$ cat src/rtl/uart_rx.sv
// uart_rx
//
// 8N1 serial receiver with a single-entry valid/ready output buffer.
// The line is resynchronised, the start bit is checked at its middle, and
// every data and stop bit is sampled at its centre.
//
// Ports:
//   clk            block clock; all logic on its rising edge
//   rst            asynchronous active-low reset
//   uart_rxd       asynchronous serial input, idles high, LSB first
//   uart_rd_data   received byte, valid while uart_rd_valid is high
//   uart_rd_valid  a received byte is being offered
//   uart_rd_ready  consumer accepts the offered byte
//   frame_err      one-cycle pulse: stop bit sampled low
//   overrun        one-cycle pulse: a byte was dropped because the buffer was full
module uart_rx #(
   parameter int CLK_FREQ  = 100000000,
   parameter int BAUD_RATE = 115200
) (
   input  logic       clk,
   input  logic       rst,
   input  logic       uart_rxd,
   output logic [7:0] uart_rd_data,
   output logic       uart_rd_valid,
   input  logic       uart_rd_ready,
   output logic       frame_err,
   output logic       overrun
);

   localparam int DIV   = (CLK_FREQ + BAUD_RATE / 2) / BAUD_RATE;
   localparam int HALF  = DIV / 2;
   localparam int CNT_W = (DIV > 2) ? $clog2(DIV) : 1;

   localparam logic [CNT_W-1:0] DIV_M1  = CNT_W'(DIV - 1);
   localparam logic [CNT_W-1:0] HALF_M1 = CNT_W'(HALF - 1);

   generate
      if (DIV < 4) begin : g_div_check
         $error("uart_rx: CLK_FREQ/BAUD_RATE must be at least 4");
      end
   endgenerate

   typedef enum logic [2:0] {
      IDLE,
      START,
      DATA,
      STOP,
      WAIT_IDLE
   } state_t;

   state_t           state_q, state_d;
   logic             rxd_meta_q, rxd_meta_d;
   logic             rxd_s_q, rxd_s_d;
   logic [1:0]       sync_fill_q, sync_fill_d;
   logic             armed_q, armed_d;
   logic [CNT_W-1:0] cnt_q, cnt_d;
   logic [2:0]       bit_idx_q, bit_idx_d;
   logic [7:0]       shift_q, shift_d;
   logic [7:0]       rd_data_q, rd_data_d;
   logic             rd_valid_q, rd_valid_d;
   logic             frame_err_q, frame_err_d;
   logic             overrun_q, overrun_d;
   logic             deliver;
   logic             tick;

   // Next-state logic for the synchronizer, bit-timing FSM and output buffer.
   // sync_fill marks when rxd_s carries real line data rather than its reset
   // value; armed only sets once the line has genuinely been seen high, so a
   // line still low after reset routes through WAIT_IDLE instead of being
   // mistaken for a start bit.
   always_comb begin
      state_d     = state_q;
      rxd_meta_d  = uart_rxd;
      rxd_s_d     = rxd_meta_q;
      sync_fill_d = {sync_fill_q[0], 1'b1};
      armed_d     = armed_q | (sync_fill_q[1] & rxd_s_q);
      cnt_d       = cnt_q;
      bit_idx_d   = bit_idx_q;
      shift_d     = shift_q;
      rd_data_d   = rd_data_q;
      rd_valid_d  = rd_valid_q;
      frame_err_d = 1'b0;
      overrun_d   = 1'b0;
      deliver     = 1'b0;
      tick        = (cnt_q == '0);

      case (state_q)
         IDLE: begin
            if (!rxd_s_q) begin
               if (armed_q) begin
                  state_d = START;
                  cnt_d   = HALF_M1;
               end else begin
                  state_d = WAIT_IDLE;
               end
            end
         end
         START: begin
            if (tick) begin
               if (rxd_s_q) begin
                  state_d = IDLE;
               end else begin
                  state_d   = DATA;
                  cnt_d     = DIV_M1;
                  bit_idx_d = 3'd0;
               end
            end else begin
               cnt_d = cnt_q - CNT_W'(1);
            end
         end
         DATA: begin
            if (tick) begin
               shift_d = {rxd_s_q, shift_q[7:1]};
               cnt_d   = DIV_M1;
               if (bit_idx_q == 3'd7) begin
                  state_d = STOP;
               end else begin
                  bit_idx_d = bit_idx_q + 3'd1;
               end
            end else begin
               cnt_d = cnt_q - CNT_W'(1);
            end
         end
         STOP: begin
            if (tick) begin
               if (rxd_s_q) begin
                  deliver = 1'b1;
                  state_d = IDLE;
               end else begin
                  frame_err_d = 1'b1;
                  state_d     = WAIT_IDLE;
               end
            end else begin
               cnt_d = cnt_q - CNT_W'(1);
            end
         end
         WAIT_IDLE: begin
            if (rxd_s_q) begin
               state_d = IDLE;
            end
         end
         default: state_d = IDLE;
      endcase

      // A delivery may replace the held byte only if it is leaving this cycle.
      if (deliver) begin
         if (!rd_valid_q || uart_rd_ready) begin
            rd_data_d  = shift_q;
            rd_valid_d = 1'b1;
         end else begin
            overrun_d = 1'b1;
         end
      end else if (rd_valid_q && uart_rd_ready) begin
         rd_valid_d = 1'b0;
      end
   end

   // All state registers; reset abandons any frame and any held byte.
   always_ff @(posedge clk or negedge rst) begin
      if (!rst) begin
         state_q     <= IDLE;
         rxd_meta_q  <= 1'b1;
         rxd_s_q     <= 1'b1;
         sync_fill_q <= 2'b00;
         armed_q     <= 1'b0;
         cnt_q       <= '0;
         bit_idx_q   <= 3'd0;
         shift_q     <= 8'h00;
         rd_data_q   <= 8'h00;
         rd_valid_q  <= 1'b0;
         frame_err_q <= 1'b0;
         overrun_q   <= 1'b0;
      end else begin
         state_q     <= state_d;
         rxd_meta_q  <= rxd_meta_d;
         rxd_s_q     <= rxd_s_d;
         sync_fill_q <= sync_fill_d;
         armed_q     <= armed_d;
         cnt_q       <= cnt_d;
         bit_idx_q   <= bit_idx_d;
         shift_q     <= shift_d;
         rd_data_q   <= rd_data_d;
         rd_valid_q  <= rd_valid_d;
         frame_err_q <= frame_err_d;
         overrun_q   <= overrun_d;
      end
   end

   assign uart_rd_data  = rd_data_q;
   assign uart_rd_valid = rd_valid_q;
   assign frame_err     = frame_err_q;
   assign overrun       = overrun_q;

endmodule

$ cat config.mk
export PLATFORM = sky130hd
export DESIGN_NAME = uart_rx
export DESIGN_NICKNAME = d
export VERILOG_FILES = /design/src/rtl/uart_rx.sv
export SDC_FILE = /design/constraint.sdc
export NUM_CORES = 1
export LEC_CHECK = 0
export BUFFER_PORTS_ARGS = -buffer_cell sky130_fd_sc_hd__buf_2
export CORE_MARGIN = 5
export CORE_UTILIZATION = 50
export DETAILED_ROUTE_END_ITERATION = 8
export PLACE_DENSITY = 0.68
export SETUP_SLACK_MARGIN = 0.02
export SYNTH_ARGS = -nofsm -noshare
export SYNTH_HDL_FRONTEND = slang
export SYNTH_SLANG_ARGS = --single-unit
$ cat constraint.sdc
create_clock -name clk -period 2.71 [get_ports clk]
set_input_delay 0.1355 -clock clk [delete_from_list [all_inputs] [get_ports clk]]
set_output_delay 0.1355 -clock clk [all_outputs]
set_load 0.01 [all_outputs]
==> results.yml <==
status:
  outcome: "finished, final reports clean"
die:
  placementRows: 22
  start_util: 0.522
  height_of_the_die_um: 72.3
  die_w_um: 72.3
  die_area_um2: 5230
  core_um2: 3720
  io_pins: 15
clock_network:
  clkTransAtPathRegs_ns: 0.08
  tritoncts_clock_tree: "yes"
  cts_inserted_buffers: 5
  tritoncts_num_sinks: 40
  cts.htree.levels: 2
  clk_root_buffer_cell: "clkbuf_8"
  insertion_delay_ns: 0.30
  cts-root-to-sink-buffers: 2
setup_path:
  critPathTopFamily: "simple AND/OR/NAND/NOR gates"
  path_max_fanout: 6
  critPathKind: "reg -> reg"
  required_ns: 2.89
  critical_path.startpoint_type: "flop"
  max_stage_delay_ns: 0.49
  cpMaxStageDelayCell: "or3_1"
  timing.critical_path.cells: "inv_1, ha_1, nor3b_2, nand3_1, or3_1, mux2_1"
  crit_path_end_kind: "flop"
  arrival_ns: 2.39
  cp_buf_inv_count: 1
routing:
  detail_route.first_pass.iterations: 4
  dr_vias: 1442
  detail_route.drc_violations: 0
  drtAntennaViolNets: 0
  route.detailed.wl_per_inst_um: 16.4
  postRouteWirelength_mm: 3.93
  post_drt_via_cell_ratio: 6.03
  drt-initial-drc-count: 152
pwr:
  pwr_density_cell_nw_per_um2: 729
  power_report.internal_total_mw: 1.03
  peakVddDrop_uv: 464
  clock_power_share: 0.265
  static-leakage-power_nw: 1.08
  switching_power_of_the_nets_mw: 0.555
  switching_share: 0.351
  power_frac_comb: 0.266
  pwr-share-seq: 0.469
timing:
  pins_over_slew_limit: 0
  fin_skew_ns: 0.00553
  clock.fmax_ghz: 0.453
  timing.final.crit_share: 0.815
  finalHoldViolations: 0
  final.hold.worst_slack_ns: 0.178
  worst_slew_margin_rel: 0.427
  totalNegativeSetupSlack_ns: 0
  finalSetupViolCount: 0
  unrepaired_setup_endpoints_after_global_routing: "no"
  worst-slew-pin-transition_ns: 0.859
  final_period_minus_worst_setup_slack_ns: 2.21
global_route:
  maximum_number_of_pins_on_one_net_before_global_route_repair: 41
  groute.usage.overall: 0.168
  antenna_found_initial: 0
  grt-ovfl-total: 0
  vias_in_the_first_global_route: 1413
  grt_first_pass_wirelength_mm: 6.71
finish:
  finish.instance_area_um2: 2170
  post_route_cells_drive_above_1_share: 0.236
  most-common-layout-cells: "dfrtp_1 (38), buf_2 (14), nor2_1 (11)"
  fin_cells: 239
  synthToLayoutAreaGrowth_pct: 12.0
  fill_cells: 318
  multi_input_area_um2: 873
  finalNetCount: 198
  layout_commonest_cell: "dfrtp_1"
  regArea_um2: 1000
  antenna-diode-count: 0
yosys:
  synth_area_leaders: "dfrtp_1 (49%), mux2_1 (5.8%), mux2_2 (5.2%)"
  synth.yosys.seq_area_share: 0.517
  syn-cell-area_um2: 1940
  ys_warn_count: 0
  net_count_synth: 179
  synth_top_area_frac: 0.490
  ys_dominant_reg_cell: "dfrtp_1"
  synth_cells: 171
  synth-async-reset-ratio: 1.00
  synth.ff_latch_count: 40
  synth_edf_count: 0
  netlist.top_cell.by_area: "dfrtp_1"
  ys_types: 46
  syn_avg_cell_area_um2: 11.3
min_path:
  hold_path_class: "in -> reg"
placed_design:
  gp_congestion: 0.856
  dpl.hpwl_mm: 2.74
  dpl.cell_count: 229
  placement.io_buffers: 14
  detailed_place.area_um2: 2060
job:
  maxCapViolCount: 0
-- routing by layer --
metal  vias up  global-route usage  part of all wire
met5         -                   0                 0
met1       722               0.214              0.43
li1        672                   -                 -
met4         0              0.0856             0.021
met2        42               0.261              0.49
met3         6              0.0499             0.057
-- power by group through the flow --
| stage | clock network [mW] | logic (mW) | registers (mW) |
|---|---|---|---|
| 3_3_place_gp | 0 | 0.404 | 0.745 |
| 3_5_place_dp | 0 | 0.413 | 0.751 |
| 6_report | 0.420 | 0.421 | 0.743 |
| 5_1_grt | 0.458 | 0.478 | 0.751 |
| 2_1_floorplan | 0 | 0.341 | 0.705 |
| 4_1_cts | 0.431 | 0.417 | 0.740 |
-- registers in the layout, summed over array words and instances (netlist names), 2 cells and up --
register / flops
cnt_q: 10
bit_idx_q: 3
sync_fill_q: 2
shift_q: 8
uart_rd_data: 8
state_q: 3
-- per-stage QoR --
stage	setup slack, ns	total power [mW]	utilization
after floorplan	0.794	1.05	-
after global placement	0.685	1.15	0.553
after detailed placement	0.530	1.16	0.553
after CTS	0.507	1.59	0.585
after global routing	0.399	1.69	0.585
final	0.502	1.58	0.585
-- what timing repair did --
action / in CTS / in global routing
gates resized for setup: 0 / 0
hold buffers: 2 / 0
endpoints found under the hold margin: 39 / 0
setup endpoints to repair: 0 / 0
setup buffers: 0 / 0
-- worst register-to-register path, cell delays in order (launching register included) --
cell and delay, ns:
dfrtp_1 0.43, inv_1 0.11, ha_1 0.16, nor3b_2 0.30, nand3_1 0.27, or3_1 0.49
mux2_1 0.34
-- kinds of logic after synthesis --
logic type / synth area share
xor+xnor: 0.00903
simple gates: 0.154
flops: 0.517
buf+inv: 0.0329
mux: 0.121
compound gates: 0.139
fa+ha+maj: 0.0258
other cells: 0.00193
-- final timing paths --
path / cells after the start / slack [ns] / start / endpoint
max in group asynchronous: 2 / 1.70 / rst / uart_rd_data[7]$_DFFE_PN0P_
hold / removal: 3 / 0.18 / uart_rd_ready / overrun$_DFF_PN0_
hold reg to reg: 0 / 0.36 / rxd_meta_q$_DFF_PN1_ / rxd_s_q$_DFF_PN1_
min in group asynchronous: 2 / 0.48 / rst / shift_q[3]$_DFFE_PN0P_
setup / recovery: 6 / 0.50 / cnt_q[0]$_DFFE_PN0P_ / bit_idx_q[1]$_DFFE_PN0P_
setup reg to reg: 6 / 0.50 / cnt_q[0]$_DFFE_PN0P_ / bit_idx_q[1]$_DFFE_PN0P_
-- cell usage after synthesis (2+ instances only) --
master	count
a21o_1	3
a21oi_1	4
a221oi_1	4
a31oi_1	6
and3_1	3
buf_2	3
clkbuf_1	2
dfrtp_1	38
dfstp_2	2
ha_1	4
inv_1	7
mux2_1	10
mux2_2	9
mux2i_1	2
nand2_1	6
nand2b_1	2
nand3_1	5
nand4_1	2
nor2_1	11
nor3_1	5
nor3_2	2
nor3b_1	3
nor4_1	2
o21ai_0	9
o22a_1	2
o22ai_1	3
or4_4	2
xor2_1	2
-- cell type report --
| type | instances | area share |
|---|---|---|
| flip-flops and latches | 40 | 0.462 |
| multi-input cells | 117 | 0.402 |
| repair buffers | 19 | 0.0518 |
| clock buffers | 6 | 0.0380 |
| well taps | 48 | 0.0276 |
| inverters | 7 | 0.0121 |
| clock inverters | 2 | 0.00691 |
Note: power is estimated with default switching activity, not from simulation.
